--- src/rtl/sram_arb_pkg.sv ---
// Shared definitions for the SRAM port arbiter: access encoding, parameter
// limits and the channel-id width helper.
package sram_arb_pkg;

    localparam int NUM_CH_MIN = 1;
    localparam int NUM_CH_MAX = 8;
    localparam int RD_LAT_MIN = 1;
    localparam int RD_LAT_MAX = 4;

    typedef enum logic {
        ACC_RD = 1'b0,
        ACC_WR = 1'b1
    } acc_e;

    // A single channel still needs a 1-bit id so vectors never collapse to zero width.
    function automatic int ch_id_w(input int num_ch);
        return (num_ch > 1) ? $clog2(num_ch) : 1;
    endfunction

endpackage

--- src/rtl/sram_port_arbiter_if.sv ---
// Request/grant/read-return bundle between the requesting channels and the
// SRAM port arbiter; channel i occupies slice i of the packed buses.
interface sram_port_arbiter_if #(
    parameter int NUM_CH     = 2,
    parameter int ADDR_WIDTH = 20,
    parameter int DATA_WIDTH = 32
);
    logic [NUM_CH-1:0]            ch_req;
    logic [NUM_CH-1:0]            ch_wr;
    logic [NUM_CH*ADDR_WIDTH-1:0] ch_addr;
    logic [NUM_CH*DATA_WIDTH-1:0] ch_wr_data;
    logic [NUM_CH-1:0]            ch_gnt;
    logic [NUM_CH-1:0]            ch_rd_valid;
    logic [DATA_WIDTH-1:0]        ch_rd_data;

    modport master (
        output ch_req, ch_wr, ch_addr, ch_wr_data,
        input  ch_gnt, ch_rd_valid, ch_rd_data
    );

    modport slave (
        input  ch_req, ch_wr, ch_addr, ch_wr_data,
        output ch_gnt, ch_rd_valid, ch_rd_data
    );
endinterface

--- src/rtl/sram_port_arbiter_rr_arbiter.sv ---
// Round-robin arbiter: combinational one-hot grant, search starting one past
// the last accepted winner.
module rr_arbiter
    import sram_arb_pkg::*;
#(
    parameter int NUM_CH = 2
) (
    input  logic              clk,
    input  logic              rst_n,
    input  logic [NUM_CH-1:0] req_i,
    input  logic              accept_i,
    output logic [NUM_CH-1:0] gnt_o
);
    localparam int IDW = ch_id_w(NUM_CH);
    localparam logic [IDW-1:0] PTR_RST = IDW'(NUM_CH - 1);

    logic [IDW-1:0] ptr_q;
    logic [IDW-1:0] ptr_d;
    logic [IDW-1:0] cand;

    // Walk from the farthest offset down so the nearest eligible channel wins last.
    always_comb begin
        gnt_o = '0;
        ptr_d = ptr_q;
        cand  = '0;
        for (int off = NUM_CH; off >= 1; off--) begin
            cand = IDW'((int'(ptr_q) + off) % NUM_CH);
            if (req_i[cand]) begin
                gnt_o = NUM_CH'(1) << cand;
                ptr_d = cand;
            end
        end
    end

    always_ff @(posedge clk or negedge rst_n) begin
        if (!rst_n) begin
            ptr_q <= PTR_RST;
        end else if (accept_i) begin
            ptr_q <= ptr_d;
        end
    end

endmodule

--- src/rtl/sram_port_arbiter.sv ---
// Multi-channel front end for the shared single-port SRAM: round-robin grant,
// registered SRAM command, and tagged read-data return to the issuing channel.
module sram_port_arbiter
    import sram_arb_pkg::*;
#(
    parameter int DATA_WIDTH = 32,
    parameter int ADDR_WIDTH = 20,
    parameter int NUM_CH     = 2,
    parameter int RD_LATENCY = 1
) (
    input  logic                  clk,
    input  logic                  rst_n,
    input  logic                  boot_mode,
    sram_port_arbiter_if.slave    ch_bus,
    output logic                  sram_mem_wr_en,
    output logic                  sram_mem_rd_en,
    output logic [ADDR_WIDTH-1:0] sram_mem_addr,
    output logic [DATA_WIDTH-1:0] sram_mem_wr_data,
    input  logic [DATA_WIDTH-1:0] sram_mem_rd_data
);
    localparam int IDW = ch_id_w(NUM_CH);

    if (NUM_CH < NUM_CH_MIN || NUM_CH > NUM_CH_MAX ||
        RD_LATENCY < RD_LAT_MIN || RD_LATENCY > RD_LAT_MAX) begin : g_bad_param
        $error("sram_port_arbiter: NUM_CH or RD_LATENCY out of range");
    end

    logic [NUM_CH-1:0]     elig;
    logic [NUM_CH-1:0]     gnt;
    logic                  accept;
    acc_e                  sel_acc;
    logic [ADDR_WIDTH-1:0] sel_addr;
    logic [DATA_WIDTH-1:0] sel_data;
    logic [IDW-1:0]        sel_id;

    logic                  wr_en_q, rd_en_q;
    logic [ADDR_WIDTH-1:0] addr_q;
    logic [DATA_WIDTH-1:0] wr_data_q;
    logic [RD_LATENCY:0]   tag_vld_q;
    logic [IDW-1:0]        tag_id_q [0:RD_LATENCY];
    logic [NUM_CH-1:0]     rd_valid_q;
    logic [DATA_WIDTH-1:0] rd_data_q;

    // In boot mode only the bootloader (channel 0) may compete.
    for (genvar gi = 0; gi < NUM_CH; gi++) begin : g_elig
        assign elig[gi] = ch_bus.ch_req[gi] & (~boot_mode | (gi == 0));
    end

    rr_arbiter #(.NUM_CH(NUM_CH)) u_rr (
        .clk      (clk),
        .rst_n    (rst_n),
        .req_i    (elig),
        .accept_i (accept),
        .gnt_o    (gnt)
    );

    assign accept        = |(ch_bus.ch_req & gnt);
    assign ch_bus.ch_gnt = gnt;

    always_comb begin
        sel_acc  = ACC_RD;
        sel_addr = '0;
        sel_data = '0;
        sel_id   = '0;
        for (int i = 0; i < NUM_CH; i++) begin
            if (gnt[i]) begin
                sel_acc  = acc_e'(ch_bus.ch_wr[i]);
                sel_addr = ch_bus.ch_addr[i*ADDR_WIDTH +: ADDR_WIDTH];
                sel_data = ch_bus.ch_wr_data[i*DATA_WIDTH +: DATA_WIDTH];
                sel_id   = IDW'(i);
            end
        end
    end

    // Address and write data deliberately hold when idle; only the strobes drop.
    always_ff @(posedge clk or negedge rst_n) begin
        if (!rst_n) begin
            wr_en_q   <= 1'b0;
            rd_en_q   <= 1'b0;
            addr_q    <= '0;
            wr_data_q <= '0;
        end else begin
            wr_en_q <= accept & (sel_acc == ACC_WR);
            rd_en_q <= accept & (sel_acc == ACC_RD);
            if (accept) begin
                addr_q    <= sel_addr;
                wr_data_q <= sel_data;
            end
        end
    end

    // Stage 0 lines up with rd_en; stage RD_LATENCY with valid SRAM read data.
    always_ff @(posedge clk or negedge rst_n) begin
        if (!rst_n) begin
            tag_vld_q <= '0;
            for (int k = 0; k <= RD_LATENCY; k++) begin
                tag_id_q[k] <= '0;
            end
        end else begin
            tag_vld_q[0] <= accept & (sel_acc == ACC_RD);
            tag_id_q[0]  <= sel_id;
            for (int k = 1; k <= RD_LATENCY; k++) begin
                tag_vld_q[k] <= tag_vld_q[k-1];
                tag_id_q[k]  <= tag_id_q[k-1];
            end
        end
    end

    always_ff @(posedge clk or negedge rst_n) begin
        if (!rst_n) begin
            rd_valid_q <= '0;
            rd_data_q  <= '0;
        end else begin
            rd_valid_q <= tag_vld_q[RD_LATENCY] ? (NUM_CH'(1) << tag_id_q[RD_LATENCY]) : '0;
            if (tag_vld_q[RD_LATENCY]) begin
                rd_data_q <= sram_mem_rd_data;
            end
        end
    end

    assign sram_mem_wr_en     = wr_en_q;
    assign sram_mem_rd_en     = rd_en_q;
    assign sram_mem_addr      = addr_q;
    assign sram_mem_wr_data   = wr_data_q;
    assign ch_bus.ch_rd_valid = rd_valid_q;
    assign ch_bus.ch_rd_data  = rd_data_q;

endmodule
--- src/flat_wrapper.sv ---
// flat-port wrapper written by rule: the top's interface ports become plain ports
module sram_port_arbiter_flat import sram_arb_pkg::*;
#(
    parameter int DATA_WIDTH = 32,
    parameter int ADDR_WIDTH = 20,
    parameter int NUM_CH     = 2,
    parameter int RD_LATENCY = 1
)
  (clk, rst_n, boot_mode, sram_mem_wr_en, sram_mem_rd_en, sram_mem_addr, sram_mem_wr_data, sram_mem_rd_data, ch_bus_ch_req, ch_bus_ch_wr, ch_bus_ch_addr, ch_bus_ch_wr_data, ch_bus_ch_gnt, ch_bus_ch_rd_valid, ch_bus_ch_rd_data);
  sram_port_arbiter_if #(.NUM_CH(NUM_CH), .ADDR_WIDTH(ADDR_WIDTH), .DATA_WIDTH(DATA_WIDTH)) ch_bus_i ();
  input  logic clk;
  input  logic rst_n;
  input  logic boot_mode;
  output logic sram_mem_wr_en;
  output logic sram_mem_rd_en;
  output logic [ADDR_WIDTH-1:0] sram_mem_addr;
  output logic [DATA_WIDTH-1:0] sram_mem_wr_data;
  input  logic [DATA_WIDTH-1:0] sram_mem_rd_data;
  input wire logic [$bits(ch_bus_i.ch_req)-1:0] ch_bus_ch_req;
  input wire logic [$bits(ch_bus_i.ch_wr)-1:0] ch_bus_ch_wr;
  input wire logic [$bits(ch_bus_i.ch_addr)-1:0] ch_bus_ch_addr;
  input wire logic [$bits(ch_bus_i.ch_wr_data)-1:0] ch_bus_ch_wr_data;
  output wire logic [$bits(ch_bus_i.ch_gnt)-1:0] ch_bus_ch_gnt;
  output wire logic [$bits(ch_bus_i.ch_rd_valid)-1:0] ch_bus_ch_rd_valid;
  output wire logic [$bits(ch_bus_i.ch_rd_data)-1:0] ch_bus_ch_rd_data;
  assign ch_bus_i.ch_req = ch_bus_ch_req;
  assign ch_bus_i.ch_wr = ch_bus_ch_wr;
  assign ch_bus_i.ch_addr = ch_bus_ch_addr;
  assign ch_bus_i.ch_wr_data = ch_bus_ch_wr_data;
  assign ch_bus_ch_gnt = ch_bus_i.ch_gnt;
  assign ch_bus_ch_rd_valid = ch_bus_i.ch_rd_valid;
  assign ch_bus_ch_rd_data = ch_bus_i.ch_rd_data;
  sram_port_arbiter #(.DATA_WIDTH(DATA_WIDTH), .ADDR_WIDTH(ADDR_WIDTH), .NUM_CH(NUM_CH), .RD_LATENCY(RD_LATENCY)) u_core (.clk(clk), .rst_n(rst_n), .boot_mode(boot_mode), .ch_bus(ch_bus_i), .sram_mem_wr_en(sram_mem_wr_en), .sram_mem_rd_en(sram_mem_rd_en), .sram_mem_addr(sram_mem_addr), .sram_mem_wr_data(sram_mem_wr_data), .sram_mem_rd_data(sram_mem_rd_data));
endmodule
--- config.mk ---
export PLATFORM = sky130hd
export DESIGN_NAME = sram_port_arbiter_flat
export DESIGN_NICKNAME = d
export VERILOG_FILES = /design/src/rtl/sram_arb_pkg.sv /design/src/rtl/sram_port_arbiter_if.sv /design/src/rtl/sram_port_arbiter_rr_arbiter.sv /design/src/rtl/sram_port_arbiter.sv /design/src/flat_wrapper.sv
export SDC_FILE = /design/constraint.sdc
export NUM_CORES = 1
export LEC_CHECK = 0
export ABC_AREA = 1
export BUFFER_PORTS_ARGS = -buffer_cell sky130_fd_sc_hd__buf_2
export CORE_ASPECT_RATIO = 1.25
export CORE_MARGIN = 4
export CORE_UTILIZATION = 25
export CTS_CLUSTER_SIZE = 24
export DETAILED_ROUTE_END_ITERATION = 8
export PLACE_DENSITY = 0.54
export SYNTH_ARGS = -nofsm -noshare
export SYNTH_HDL_FRONTEND = slang
export SYNTH_SLANG_ARGS = --single-unit
--- constraint.sdc ---
create_clock -name clk -period 3.45 [get_ports clk]
set_input_delay 0.69 -clock clk [delete_from_list [all_inputs] [get_ports clk]]
set_output_delay 0.69 -clock clk [all_outputs]
set_load 0.01 [all_outputs]
==> results of run 1 <==
[synth_stat cells]
master / n
sky130_fd_sc_hd__nand2_1: 183
sky130_fd_sc_hd__nand3_1: 97
sky130_fd_sc_hd__dfrtp_1: 91
sky130_fd_sc_hd__nand2_2: 21
sky130_fd_sc_hd__buf_2: 15
sky130_fd_sc_hd__nand3_2: 10
sky130_fd_sc_hd__buf_6: 8
sky130_fd_sc_hd__inv_1: 5
sky130_fd_sc_hd__buf_12: 2
sky130_fd_sc_hd__buf_4: 2
sky130_fd_sc_hd__clkbuf_1: 2
sky130_fd_sc_hd__inv_2: 2
sky130_fd_sc_hd__nor2_1: 2
sky130_fd_sc_hd__nor2_8: 2
sky130_fd_sc_hd__a21oi_1: 1
sky130_fd_sc_hd__dfstp_2: 1
sky130_fd_sc_hd__nand2_4: 1
[through the flow]
stage / hold slack [ns] / setup slack (ns)
6_report: 0.348 / 1.08
3_5_place_dp: 0.336 / 1.06
4_1_cts: 0.351 / 1.06
3_3_place_gp: 0.332 / 1.09
5_1_grt: 0.353 / 0.991
2_1_floorplan: 0.331 / 1.48
[routing by layer]
| layer | up-vias | global-route usage | wire length (um) | part of all wire |
|---|---|---|---|---|
| li1 | 1859 | - | - | - |
| met1 | 1683 | 0.163 | 5020 | 0.41 |
| met2 | 167 | 0.211 | 5650 | 0.47 |
| met3 | 19 | 0.0405 | 1150 | 0.095 |
| met4 | 0 | 0.0639 | 314 | 0.026 |
| met5 | - | 0 | 0 | 0 |
[critical path, cell delays in order]
cell	delay, ns
sky130_fd_sc_hd__buf_2	0.46
sky130_fd_sc_hd__nand2_1	0.15
sky130_fd_sc_hd__inv_1	0.20
sky130_fd_sc_hd__nor2_8	0.04
sky130_fd_sc_hd__buf_2	0.13
[layout by cell type, fill, tap and decap left out]
master,netlist,layout
sky130_fd_sc_hd__nor2_1,2,2
sky130_fd_sc_hd__nand2_4,1,1
sky130_fd_sc_hd__dfrtp_1,91,91
sky130_fd_sc_hd__inv_6,0,1
sky130_fd_sc_hd__buf_4,2,5
sky130_fd_sc_hd__clkbuf_16,0,9
sky130_fd_sc_hd__inv_1,5,5
sky130_fd_sc_hd__clkinv_2,0,2
sky130_fd_sc_hd__nor2_8,2,2
sky130_fd_sc_hd__nand2_2,21,21
sky130_fd_sc_hd__bufinv_16,0,2
sky130_fd_sc_hd__nand3_2,10,10
sky130_fd_sc_hd__buf_2,15,231
sky130_fd_sc_hd__buf_12,2,1
sky130_fd_sc_hd__nand3_1,97,97
sky130_fd_sc_hd__nand2_1,183,183
sky130_fd_sc_hd__clkinv_4,0,1
sky130_fd_sc_hd__a21oi_1,1,1
sky130_fd_sc_hd__dfstp_2,1,1
sky130_fd_sc_hd__clkbuf_1,2,1
sky130_fd_sc_hd__inv_2,2,2
[final cells by class]
class,count,share of cell area
tap,212,0.0474
clock inverter,6,0.0157
sequential,92,0.412
multi-input combinational,317,0.262
inverter,7,0.00470
clock buffer,10,0.0409
timing repair buffer,237,0.217
[flip-flops by register name, indices dropped and copies added, names as in the netlist]
register and cells:
u_core.ch_bus.ch_rd_data 32, u_core.ch_bus.ch_rd_valid 2, u_core.sram_mem_addr 20, u_core.sram_mem_wr_data 32, u_core.sram_mem_wr_en 1, u_core.tag_id_q 2
u_core.tag_vld_q 2, u_core.u_rr.ptr_q 1
[worst max-delay path by stage]
stage,from,endpoint,slack [ns],depth (start not counted)
after CTS,ch_bus_ch_req[0],ch_bus_ch_gnt[1],1.06,5
final,ch_bus_ch_req[0],ch_bus_ch_gnt[1],1.08,5
after global placement,ch_bus_ch_req[0],ch_bus_ch_gnt[1],1.09,5
after detailed placement,ch_bus_ch_req[0],ch_bus_ch_gnt[1],1.06,5
after floorplan,boot_mode,ch_bus_ch_gnt[1],1.48,5
after global routing,ch_bus_ch_req[0],ch_bus_ch_gnt[1],0.99,5
[cell families after synthesis]
kind of cell | count (synthesis) | synth area share
simple gates | 316 | 0.363
flops | 92 | 0.572
compound gates | 1 | 0.00124
buf+inv | 36 | 0.0631
[power by group]
| group | total (W) | leakage [nW] | internal, W | switching (W) |
|---|---|---|---|---|
| Sequential | 0.00129 | 1.12 | 0.00122 | 0.0000692 |
| Clock | 0.00106 | 0.157 | 0.000637 | 0.000421 |
| Combinational | 0.000606 | 1.83 | 0.000245 | 0.000361 |
==> summary.md, run 1 <==
| Metric | Value |
|---|---|
| Largest driver fanout on the critical path | 25 |
| Count of synthesis-stage warnings from yosys | 0 |
| Post-CTS repair timing setup buffer count | 0 |
| Slew headroom | 0.308 |
| Number of antenna violations at the first check in global routing | 0 |
| I/O pins | 233 |
| Final standard cell count with taps included and fillers excluded | approximately 880 |
| Clock insertion delay at the later pin of the skew report | 0.34 ns |
| Die extent in y | 150 um |
| Number of buffers added by the clock tree synthesis step | 9 |
| Number of setup violations in the final report | 0 |
| Share of synthesized area occupied by flip-flops and latches | 0.572 |
| Total count of hold-check failures in the final report | 0 |
| Port bufs | 232 |
| Area of placed instances | ~5300 um2 |
| Worst-path clk slew | 0.06 ns |
| Iteration count of the initial detailed-routing pass | 4 |
| Overall global routing resource usage | 0.133 |
| Cell area after synthesis | 4030 um2 |
| Max rail drop VDD | 0.000175 V |
| Post-synthesis register bit count | 92 |
| Clock tree from TritonCTS | done |
| First-pass GRT wire length | around 19 mm |
| Count of antenna-violating nets left after detailed routing | 0 |
| Syn_area_per_cell | between 9 and 10 um2 |
| Count of clock tree sinks | 92 |
| Dpl cells | ~870 |
| Placed wire-length estimate | 8.53 mm |
| Fmax | 423 MHz |
| Area enclosed by the die boundary | roughly 18000 um2 |
| Htree depth | 3 |
| Worst flop-to-flop path startpoint | u_core.u_rr.ptr_q$_DFFE_PN1P_ |
| Final slew viol count | 0 |
| Start point of the worst hold path | u_core.tag_id_q[1]$_DFF_PN0_ |
| Minimum clock period | roughly 2.4 ns |
| Via count of the first global-routing pass | about 3800 |
| Synthesized Nets | 588 |
| Hold-critical path endpoint | u_core.tag_id_q[0]$_DFF_PN0_ |
| Layout cell share with drive strength beyond 1 | 0.432 |
| Flop2flop setup slack | 1.72 ns |
| Total Nets Final | 807 |
| Endpoint class of the critical path | primary output |
| Maximum number of buffers from clock root to sink | 2 |
| Routability Congestion | 0.762 |
| Mean routed wirelength per cell | 13.8 um |
| Worst-margin pin slew | 1.04 ns |
| Antenna cells | 0 |
| FP Rows | 51 |
| Post-synthesis cell type count | 17 |
| Residual overflow from global routing | 0 |
| DRT Wirelength | approximately 12 mm |
| Cell leakage power | 3.11 nW |
| Initial Utilization | 0.256 |
| Detail-routed via count per cell | 4.23 |
| Growth of design area from synthesis to finish | 38.9% |
| Endpoint of the worst register-to-register path | u_core.tag_vld_q[0]$_DFF_PN0_ |
| Crit path arrival time | between 1.5 and 2 ns |
| Final clock period utilization by the worst path | 0.686 |
| Number of max-cap violations | 0 |
| CTS root buf | sky130_fd_sc_hd__clkbuf_16 |
| Hold buffer count at CTS | 0 |
| Number of resized instances in the post-cts repair step | 0 |
| Number of instances in the synthesized netlist | around 450 |
| Number of cells traversed by the worst register-to-register path | 6 |
| Final sum of negative setup slack | 0 ns |
| Pin count of the biggest net entering global routing | between 50 and 60 |
| Critical path class | input port to primary output |
| Overall power consumption | a little under 0.003 W |
| Synth top area share | 0.566 |
| Top cell type by total area after synthesis | sky130_fd_sc_hd__dfrtp_1 |
| Horizontal die dimension | 121 um |
| Cell depth of the worst hold path | 0 |
| Run status | completed |
| Path category of the worst min-delay check | flip-flop to flip-flop |
| Core area | roughly 16000 um2 |
| Filler Cell Count | 1684 |
| Setup repair after global routing missed its margin | false |
| Worst setup skew after layout | 0.00453 ns |
| Crit start category | input port |
| Number of DRC markers after the initial detailed-route iteration | about 150 |
| Largest cells by area after synthesis | sky130_fd_sc_hd__dfrtp_1, sky130_fd_sc_hd__nand2_1, sky130_fd_sc_hd__nand3_1 |
| Power density of the placed cells | 529 nW/um2 |
| Non-Filler Cell Area, Final | 5590 um2 |
| Number of DRC violations after detailed routing | 0 |
| Critical path required time | 2.76 ns |
| Area used by multi-input combinational logic | approximately 1500 um2 |
| Finished Core Util | 0.356 |
| Vias | 3728 |
| Sequential cell area in the final layout | 2300 um2 |
Power figures use the tool's default switching activity.
==> inputs of run 2 (changes only) <==
- ABC_AREA: 1 -> 0
- PLACE_DENSITY: 0.54 -> 0.53
- clock period: 3.45 -> 2.4 ns (I/O delays scaled with it)
==> summary.md, run 2 <==
| Metric | Value |
|---|---|
| Count of synthesis-stage warnings from yosys | 0 (unchanged) |
| Library cell contributing the largest single delay on the critical path | sky130_fd_sc_hd__dfstp_2 (was sky130_fd_sc_hd__buf_2) |
| Synth top area share | 0.559 (was 0.566) |
| Routability Congestion | 0.722 (was 0.762) |
| Growth of design area from synthesis to finish | 40.9% (was 38.9%) |
| Detail-routed via count per cell | 4.21 (was 4.23) |
| Final slew viol count | 0 (unchanged) |
| Residual overflow from global routing | 0 (unchanged) |
| Crit path arrival time | 1.50 ns (was 1.68 ns) |
| Number of DRC violations after detailed routing | 0 (unchanged) |
| Post-synthesis cell type count | 18 (was 17) |
| Primary flip-flop cell chosen by synthesis mapping | sky130_fd_sc_hd__dfrtp_1 (unchanged) |
| Met3 routed WL | 1.21 mm (was 1.15 mm) |
| Cell leakage power | 2.78 nW (was 3.11 nW) |
| Path category of the worst min-delay check | input port to asynchronous set/reset pin (was flip-flop to flip-flop) |
| Port bufs | 232 (unchanged) |
| Maximum number of buffers from clock root to sink | 2 (unchanged) |
| Most used standard cell by instance count after synthesis | sky130_fd_sc_hd__dfrtp_1 (was sky130_fd_sc_hd__nand2_1) |
| Initial Utilization | 0.259 (was 0.256) |
| Power density of the placed cells | 721 nW/um2 (was 529 nW/um2) |
| Flop2flop setup slack | 0.77 ns (was 1.72 ns) |
| Layout cell share with drive strength beyond 1 | 0.700 (was 0.432) |
| Horizontal die dimension | 122 um (was 121 um) |
| Largest cells by area after synthesis | sky130_fd_sc_hd__dfrtp_1, sky130_fd_sc_hd__mux2_2, sky130_fd_sc_hd__mux2_1 (was sky130_fd_sc_hd__dfrtp_1, sky130_fd_sc_hd__nand2_1, sky130_fd_sc_hd__nand3_1) |
| Leading cell type in the layout, fill and taps excluded | sky130_fd_sc_hd__buf_2 (unchanged) |
| Post-CTS repair timing setup buffer count | 0 (unchanged) |
| Final clock period utilization by the worst path | 0.824 |
| First-pass GRT wire length | 16.4 mm (was 19.0 mm) |
| Synthesized Nets | 400 (was 588) |
| Minimum clock period | between 1.5 and 2 ns |
| Area enclosed by the die boundary | 18400 um2 (was 18200 um2) |
| Core area | 15800 um2 (was 15700 um2) |
| Fraction of registers with async set or reset after synthesis | 1.00 (unchanged) |
| Chain of cells forming the critical path | a211oi_4, buf_12, buf_2 (was buf_2, nand2_1, inv_1, nor2_8, buf_2) |
| CTS root buf | sky130_fd_sc_hd__clkbuf_16 (unchanged) |
| Buf+Inv Stages, Crit Path | 2 (was 3) |
| Area used by multi-input combinational logic | 1620 um2 (was 1470 um2) |
| Critical path class | flip-flop to primary output (was input port to primary output) |
| Largest driver fanout on the critical path | 44 (was 25) |
| Cell area after synthesis | 4080 um2 (was 4030 um2) |
| Top cell type by total area after synthesis | sky130_fd_sc_hd__dfrtp_1 (unchanged) |
| Sequential cell area in the final layout | 2300 um2 (unchanged) |
| Die extent in y | 151 um (was 150 um) |
| Clock tree from TritonCTS | done (unchanged) |
| Worst flop-to-flop path startpoint | u_core.u_rr.ptr_q$_DFFE_PN1P_ (unchanged) |
| Syn_area_per_cell | 15.9 um2 (was 9.05 um2) |
| Crit start category | flip-flop (was input port) |
| Number of antenna violations at the first check in global routing | 1 (was 0) |
| Worst-path clk slew | 0.07 ns (was 0.06 ns) |
| Share of synthesized area occupied by flip-flops and latches | 0.565 (was 0.572) |
| Number of setup violations in the final report | 0 (unchanged) |
| Count of clock tree sinks | 92 (unchanged) |
| Pin count of the biggest net entering global routing | 45 (was 54) |
| Overall global routing resource usage | 0.115 (was 0.133) |
| Count of antenna-violating nets left after detailed routing | 0 (unchanged) |
| Leading cell types in the layout, fill and taps excluded | sky130_fd_sc_hd__buf_2, sky130_fd_sc_hd__dfrtp_1, sky130_fd_sc_hd__mux2_2, sky130_fd_sc_hd__mux2_1, sky130_fd_sc_hd__clkbuf_16 (was sky130_fd_sc_hd__buf_2, sky130_fd_sc_hd__nand2_1, sky130_fd_sc_hd__nand3_1, sky130_fd_sc_hd__dfrtp_1, sky130_fd_sc_hd__nand2_2) |
| Number of buffers added by the clock tree synthesis step | 9 (unchanged) |
| Iteration count of the initial detailed-routing pass | 3 (was 4) |
| Run status | completed (unchanged) |
| Final sum of negative setup slack | 0 ns (unchanged) |
| Worst setup skew after layout | 0.00994 ns (was 0.00453 ns) |
| Worst-margin pin slew | 0.596 ns (was 1.04 ns) |
| Number of resized instances in the post-cts repair step | 0 (unchanged) |
| Crit path largest cell delay | 0.39 ns (was 0.46 ns) |
| Setup repair after global routing missed its margin | false (unchanged) |
| FP Rows | 51 (unchanged) |
| Post-synthesis register bit count | 92 (unchanged) |
| Number of instances in the synthesized netlist | 257 (was 445) |
| Total Nets Final | 634 (was 807) |
| Total count of hold-check failures in the final report | 0 (unchanged) |
| Via count of the first global-routing pass | 3245 (was 3798) |
| Fmax | about 510 MHz |
| Endpoint class of the critical path | primary output (unchanged) |
| Top layer reached by signal wires | met5 (was met4) |
| Count of flip-flops with a built-in enable after synthesis | 0 (unchanged) |
| Antenna cells | 0 (unchanged) |
| Routed met2 length | 5.37 mm (was 5.65 mm) |
| Clock insertion delay at the later pin of the skew report | 0.34 ns (about the same) |
| Number of max-cap violations | 0 (unchanged) |
| DRT Wirelength | 10.6 mm (was 12.1 mm) |
| Max rail drop VDD | 0.000298 V (was 0.000175 V) |
| Mean routed wirelength per cell | 15.0 um (was 13.8 um) |
| Critical path required time | 1.92 ns (was 2.76 ns) |
| Slew headroom | 0.603 (was 0.308) |
| Filler Cell Count | 1571 (was 1684) |
| Vias | 2981 (was 3728) |
| Overall power consumption | 0.00414 W (was 0.00296 W) |
| Placed wire-length estimate | 8.21 mm (was 8.53 mm) |
| Htree depth | 3 (unchanged) |
| Endpoint of the worst register-to-register path | u_core.sram_mem_wr_data[27]$_DFFE_PN0P_ (was u_core.tag_vld_q[0]$_DFF_PN0_) |
| WL met1 | 3.73 mm (was 5.02 mm) |
| Largest delay share family, worst path | buffers and inverters (unchanged) |
| Top post-synthesis cells by count | sky130_fd_sc_hd__dfrtp_1, sky130_fd_sc_hd__mux2_2, sky130_fd_sc_hd__mux2_1, sky130_fd_sc_hd__buf_6 (was sky130_fd_sc_hd__nand2_1, sky130_fd_sc_hd__nand3_1, sky130_fd_sc_hd__dfrtp_1, sky130_fd_sc_hd__nand2_2, sky130_fd_sc_hd__buf_2) |
| Number of cells traversed by the worst register-to-register path | 4 (was 6) |
| Number of DRC markers after the initial detailed-route iteration | 88 (was 148) |
| Hold buffer count at CTS | 0 (unchanged) |
| I/O pins | 233 (unchanged) |
==> run 2: logic make-up (layout without fill, tap and decap cells) <==
group | count (synthesis) | in the layout | share of synthesized area
flops | 92 | 92 | 0.565
mux | 138 | 138 | 0.385
buf+inv | 20 | 259 | 0.0384
compound gates | 2 | 2 | 0.00491
simple gates | 5 | 5 | 0.00645
==> run 2: how the worst max path moves through the flow <==
| stage | startpoint | endpoint | depth (start not counted) |
|---|---|---|---|
| 2_1_floorplan | boot_mode | ch_bus_ch_gnt[1] | 4 |
| 3_3_place_gp | ch_bus_ch_req[0] | u_core.sram_mem_wr_data[31]$_DFFE_PN0P_ | 4 |
| 3_5_place_dp | ch_bus_ch_req[0] | u_core.sram_mem_wr_data[3]$_DFFE_PN0P_ | 4 |
| 4_1_cts | u_core.u_rr.ptr_q$_DFFE_PN1P_ | ch_bus_ch_gnt[1] | 3 |
| 5_1_grt | ch_bus_ch_req[0] | ch_bus_ch_gnt[0] | 5 |
| 6_report | u_core.u_rr.ptr_q$_DFFE_PN1P_ | ch_bus_ch_gnt[1] | 3 |
==> run 2: layout make-up <==
| cell class | instances | area share |
|---|---|---|
| inverter | 3 | 0.00196 |
| tap | 212 | 0.0462 |
| multi-input combinational | 145 | 0.283 |
| sequential | 92 | 0.401 |
| clock buffer | 9 | 0.0392 |
| timing repair buffer | 240 | 0.217 |
| clock inverter | 7 | 0.0113 |
==> run 2: routing by layer <==
metal / vias to the layer above / GRT usage
li1: 1387 / -
met5: - / 0
met2: 146 / 0.196
met3: 19 / 0.0451
met1: 1427 / 0.124
met4: 2 / 0.0577
==> run 2: through the flow <==
stage	worst slack [ns]	utilization	cell area, um2	hold slack, ns	cells
4_1_cts	0.361	0.364	5740	0.148	708
3_5_place_dp	0.334	0.346	5450	0.338	692
6_report	0.422	0.364	5740	0.129	708
5_1_grt	0.309	0.364	5740	0.170	708
2_1_floorplan	0.727	-	4080	0.184	257
3_3_place_gp	0.349	0.346	5450	0.336	692
==> run 2: where the power goes <==
part	total (W)	switching, W	leakage [nW]	internal, W
Sequential	0.00187	0.0000984	1.08	0.00177
Combinational	0.000897	0.000404	1.56	0.000494
Clock	0.00138	0.000649	0.140	0.000728
==> inputs of run 3 (changes only) <==
- clock period: 2.4 -> 2.02 ns (I/O delays scaled with it)
==> summary.md, run 3 (same netlist as run 2, synthesis figures left out) <==
| Metric | Value |
|---|---|
| Run status | completed (unchanged) |
| Via count of the first global-routing pass | 3210 (was 3245) |
| Overall global routing resource usage | 0.109 (was 0.115) |
| Filler Cell Count | 1590 (was 1571) |
| Htree depth | 3 (unchanged) |
| Area enclosed by the die boundary | 18400 um2 (unchanged) |
| Initial Utilization | 0.259 (unchanged) |
| Residual overflow from global routing | 0 (unchanged) |
| Fmax | around 540 MHz |
| Number of cells traversed by the worst register-to-register path | 3 (was 4) |
| Cell leakage power | 2.80 nW (was 2.78 nW) |
| Port bufs | 232 (unchanged) |
| Path category of the worst min-delay check | input port to asynchronous set/reset pin (unchanged) |
| First-pass GRT wire length | 15.7 mm (was 16.4 mm) |
| Max rail drop VDD | 0.000313 V (was 0.000298 V) |
| I/O pins | 233 (unchanged) |
| Final clock period utilization by the worst path | 0.913 |
| Total count of hold-check failures in the final report | 0 (unchanged) |
| Antenna cells | 0 (unchanged) |
| Die extent in y | 151 um (unchanged) |
| Placed wire-length estimate | 7.97 mm (was 8.21 mm) |
| Clock insertion delay at the later pin of the skew report | 0.33 ns (was 0.34 ns) |
| Number of DRC markers after the initial detailed-route iteration | 82 (was 88) |
| FP Rows | 51 (unchanged) |
| DRT Wirelength | 10.4 mm (was 10.6 mm) |
| Iteration count of the initial detailed-routing pass | 3 (unchanged) |
| Final sum of negative setup slack | 0 ns (unchanged) |
| Final standard cell count with taps included and fillers excluded | 706 (was 708) |
| Layout cell share with drive strength beyond 1 | 0.692 (was 0.700) |
| Area used by multi-input combinational logic | 1620 um2 (unchanged) |
| Power share of the clock group | 0.358 (was 0.332) |
| Largest driver fanout on the critical path | 13 (was 44) |
| Worst-margin pin slew | 0.446 ns (was 0.596 ns) |
| Largest delay share family, worst path | flip-flops (was buffers and inverters) |
| Count of antenna-violating nets left after detailed routing | 0 (unchanged) |
| Total Nets Final | 632 (was 634) |
| Share of total power in sequential cells | 0.435 (was 0.451) |
| Number of max-cap violations | 0 (unchanged) |
| Power density of the placed cells | 883 nW/um2 (was 721 nW/um2) |
| Final slew viol count | 0 (unchanged) |
| Minimum clock period | 1.84 ns |
| Number of setup violations in the final report | 0 (unchanged) |
| Library cell contributing the largest single delay on the critical path | sky130_fd_sc_hd__dfstp_2 (unchanged) |
| Core area | 15800 um2 (unchanged) |
| Chain of cells forming the critical path | a211oi_4, buf_12, nor2_1, buf_2 (was a211oi_4, buf_12, buf_2) |
| Worst flop-to-flop path startpoint | u_core.u_rr.ptr_q$_DFFE_PN1P_ (unchanged) |
| Crit path arrival time | 1.44 ns (was 1.50 ns) |
| Dpl cells | 690 (was 692) |
| Number of DRC violations after detailed routing | 0 (unchanged) |
| Clock tree from TritonCTS | done (unchanged) |
| Power dissipated by switching net loads | 0.00127 W (was 0.00115 W) |
| Slew headroom | 0.703 (was 0.603) |
| Count of clock tree sinks | 92 (unchanged) |
| Crit path largest cell delay | 0.39 ns (about the same) |
| Crit start category | flip-flop (unchanged) |
| Power Internal | 0.00385 W (was 0.00299 W) |
| Detail-routed via count per cell | 4.16 (was 4.21) |
| Worst setup skew after layout | 0.00616 ns (was 0.00994 ns) |
| CTS root buf | sky130_fd_sc_hd__clkbuf_16 (unchanged) |
| Critical path required time | 1.62 ns (was 1.92 ns) |
| Vias | 2937 (was 2981) |
| Pin count of the biggest net entering global routing | 56 (was 45) |
| Number of buffers added by the clock tree synthesis step | 9 (unchanged) |
| Endpoint class of the critical path | primary output (unchanged) |
| Critical path class | flip-flop to primary output (unchanged) |
| Horizontal die dimension | 122 um (unchanged) |
| Growth of design area from synthesis to finish | 42.3% (was 40.9%) |
| Hold buffer count at CTS | 0 (unchanged) |
| Combinational power share | 0.208 (was 0.217) |
| Maximum number of buffers from clock root to sink | 2 (unchanged) |
| Leading cell type in the layout, fill and taps excluded | sky130_fd_sc_hd__buf_2 (unchanged) |
| Post-CTS repair timing setup buffer count | 0 (unchanged) |
| Worst-path clk slew | 0.06 ns (was 0.07 ns) |
| Number of resized instances in the post-cts repair step | 0 (unchanged) |
| Sequential cell area in the final layout | 2300 um2 (unchanged) |
| Routability Congestion | 0.707 (was 0.722) |
| Setup repair after global routing missed its margin | false (unchanged) |
| Buf+Inv Stages, Crit Path | 2 (unchanged) |
| Mean routed wirelength per cell | 14.7 um (was 15.0 um) |
| Number of antenna violations at the first check in global routing | 1 (unchanged) |
| Leading cell types in the layout, fill and taps excluded | sky130_fd_sc_hd__buf_2, sky130_fd_sc_hd__dfrtp_1, sky130_fd_sc_hd__mux2_2, sky130_fd_sc_hd__mux2_1, sky130_fd_sc_hd__clkbuf_16 (unchanged) |
| Flop2flop setup slack | 0.46 ns (was 0.77 ns) |
| Endpoint of the worst register-to-register path | u_core.sram_mem_wr_data[3]$_DFFE_PN0P_ (was u_core.sram_mem_wr_data[27]$_DFFE_PN0P_) |
| Net switching fraction of the power | 0.248 (was 0.278) |
-- run 3: cell types whose count changed in the layout (fill, tap and decap cells not counted), moves of 2 or more --
| cell | before | now |
|---|---|---|
| sky130_fd_sc_hd__clkbuf_8 | 0 | 2 |
| sky130_fd_sc_hd__buf_4 | 7 | 2 |
| sky130_fd_sc_hd__buf_12 | 2 | 5 |
| sky130_fd_sc_hd__bufinv_16 | 0 | 2 |
| sky130_fd_sc_hd__clkinv_4 | 2 | 0 |
| sky130_fd_sc_hd__inv_6 | 2 | 0 |
| sky130_fd_sc_hd__inv_8 | 2 | 0 |
| sky130_fd_sc_hd__clkbuf_1 | 0 | 3 |
-- run 3: routing by layer --
metal,GRT usage,vias to the layer above,wire length [um]
li1,-,1372,-
met1,0.115,1412,3820
met2,0.189,140,5180
met3,0.0515,11,1190
met4,0.0409,2,148
met5,0,-,13
-- run 3: layout make-up --
| type | count | area share |
|---|---|---|
| Inverter | 3 | 0.00194 |
| Clock buffer | 14 | 0.0455 |
| Timing Repair Buffer | 238 | 0.219 |
| Sequential cell | 92 | 0.397 |
| Multi-Input combinational cell | 145 | 0.280 |
| Clock inverter | 2 | 0.0104 |
| Tap cell | 212 | 0.0457 |
-- run 3: worst max-delay path by stage --
stage / start / to / slack (ns) / depth (start not counted)
after CTS: u_core.u_rr.ptr_q$_DFFE_PN1P_ / ch_bus_ch_gnt[0] / 0.15 / 4
after global routing: u_core.u_rr.ptr_q$_DFFE_PN1P_ / ch_bus_ch_gnt[0] / 0.12 / 4
after floorplan: boot_mode / ch_bus_ch_gnt[1] / 0.50 / 4
after global placement: ch_bus_ch_req[0] / u_core.sram_mem_wr_data[11]$_DFFE_PN0P_ / 0.34 / 4
after detailed placement: ch_bus_ch_req[0] / u_core.sram_mem_addr[13]$_DFFE_PN0P_ / 0.31 / 4
final: u_core.u_rr.ptr_q$_DFFE_PN1P_ / ch_bus_ch_gnt[0] / 0.18 / 4
-- run 3: stage by stage --
step	worst slack [ns]	hold slack, ns	total power, W	instance area [um2]	util
after floorplan	0.499	0.108	0.00282	4080	-
after global placement	0.341	0.339	0.00333	5480	0.347
after detailed placement	0.311	0.336	0.00335	5480	0.347
after CTS	0.147	0.00706	0.00522	5800	0.368
after global routing	0.120	0.0242	0.00541	5800	0.368
final	0.176	0.00525	0.00512	5800	0.368
-- run 3: power groups by stage --
stage | Sequential, W | Clock [W] | Combinational, W
after global placement | 0.00226 | 0 | 0.00107
after global routing | 0.00226 | 0.00198 | 0.00116
final | 0.00223 | 0.00183 | 0.00106
after CTS | 0.00223 | 0.00190 | 0.00109
after floorplan | 0.00238 | 0 | 0.000442
after detailed placement | 0.00226 | 0 | 0.00109
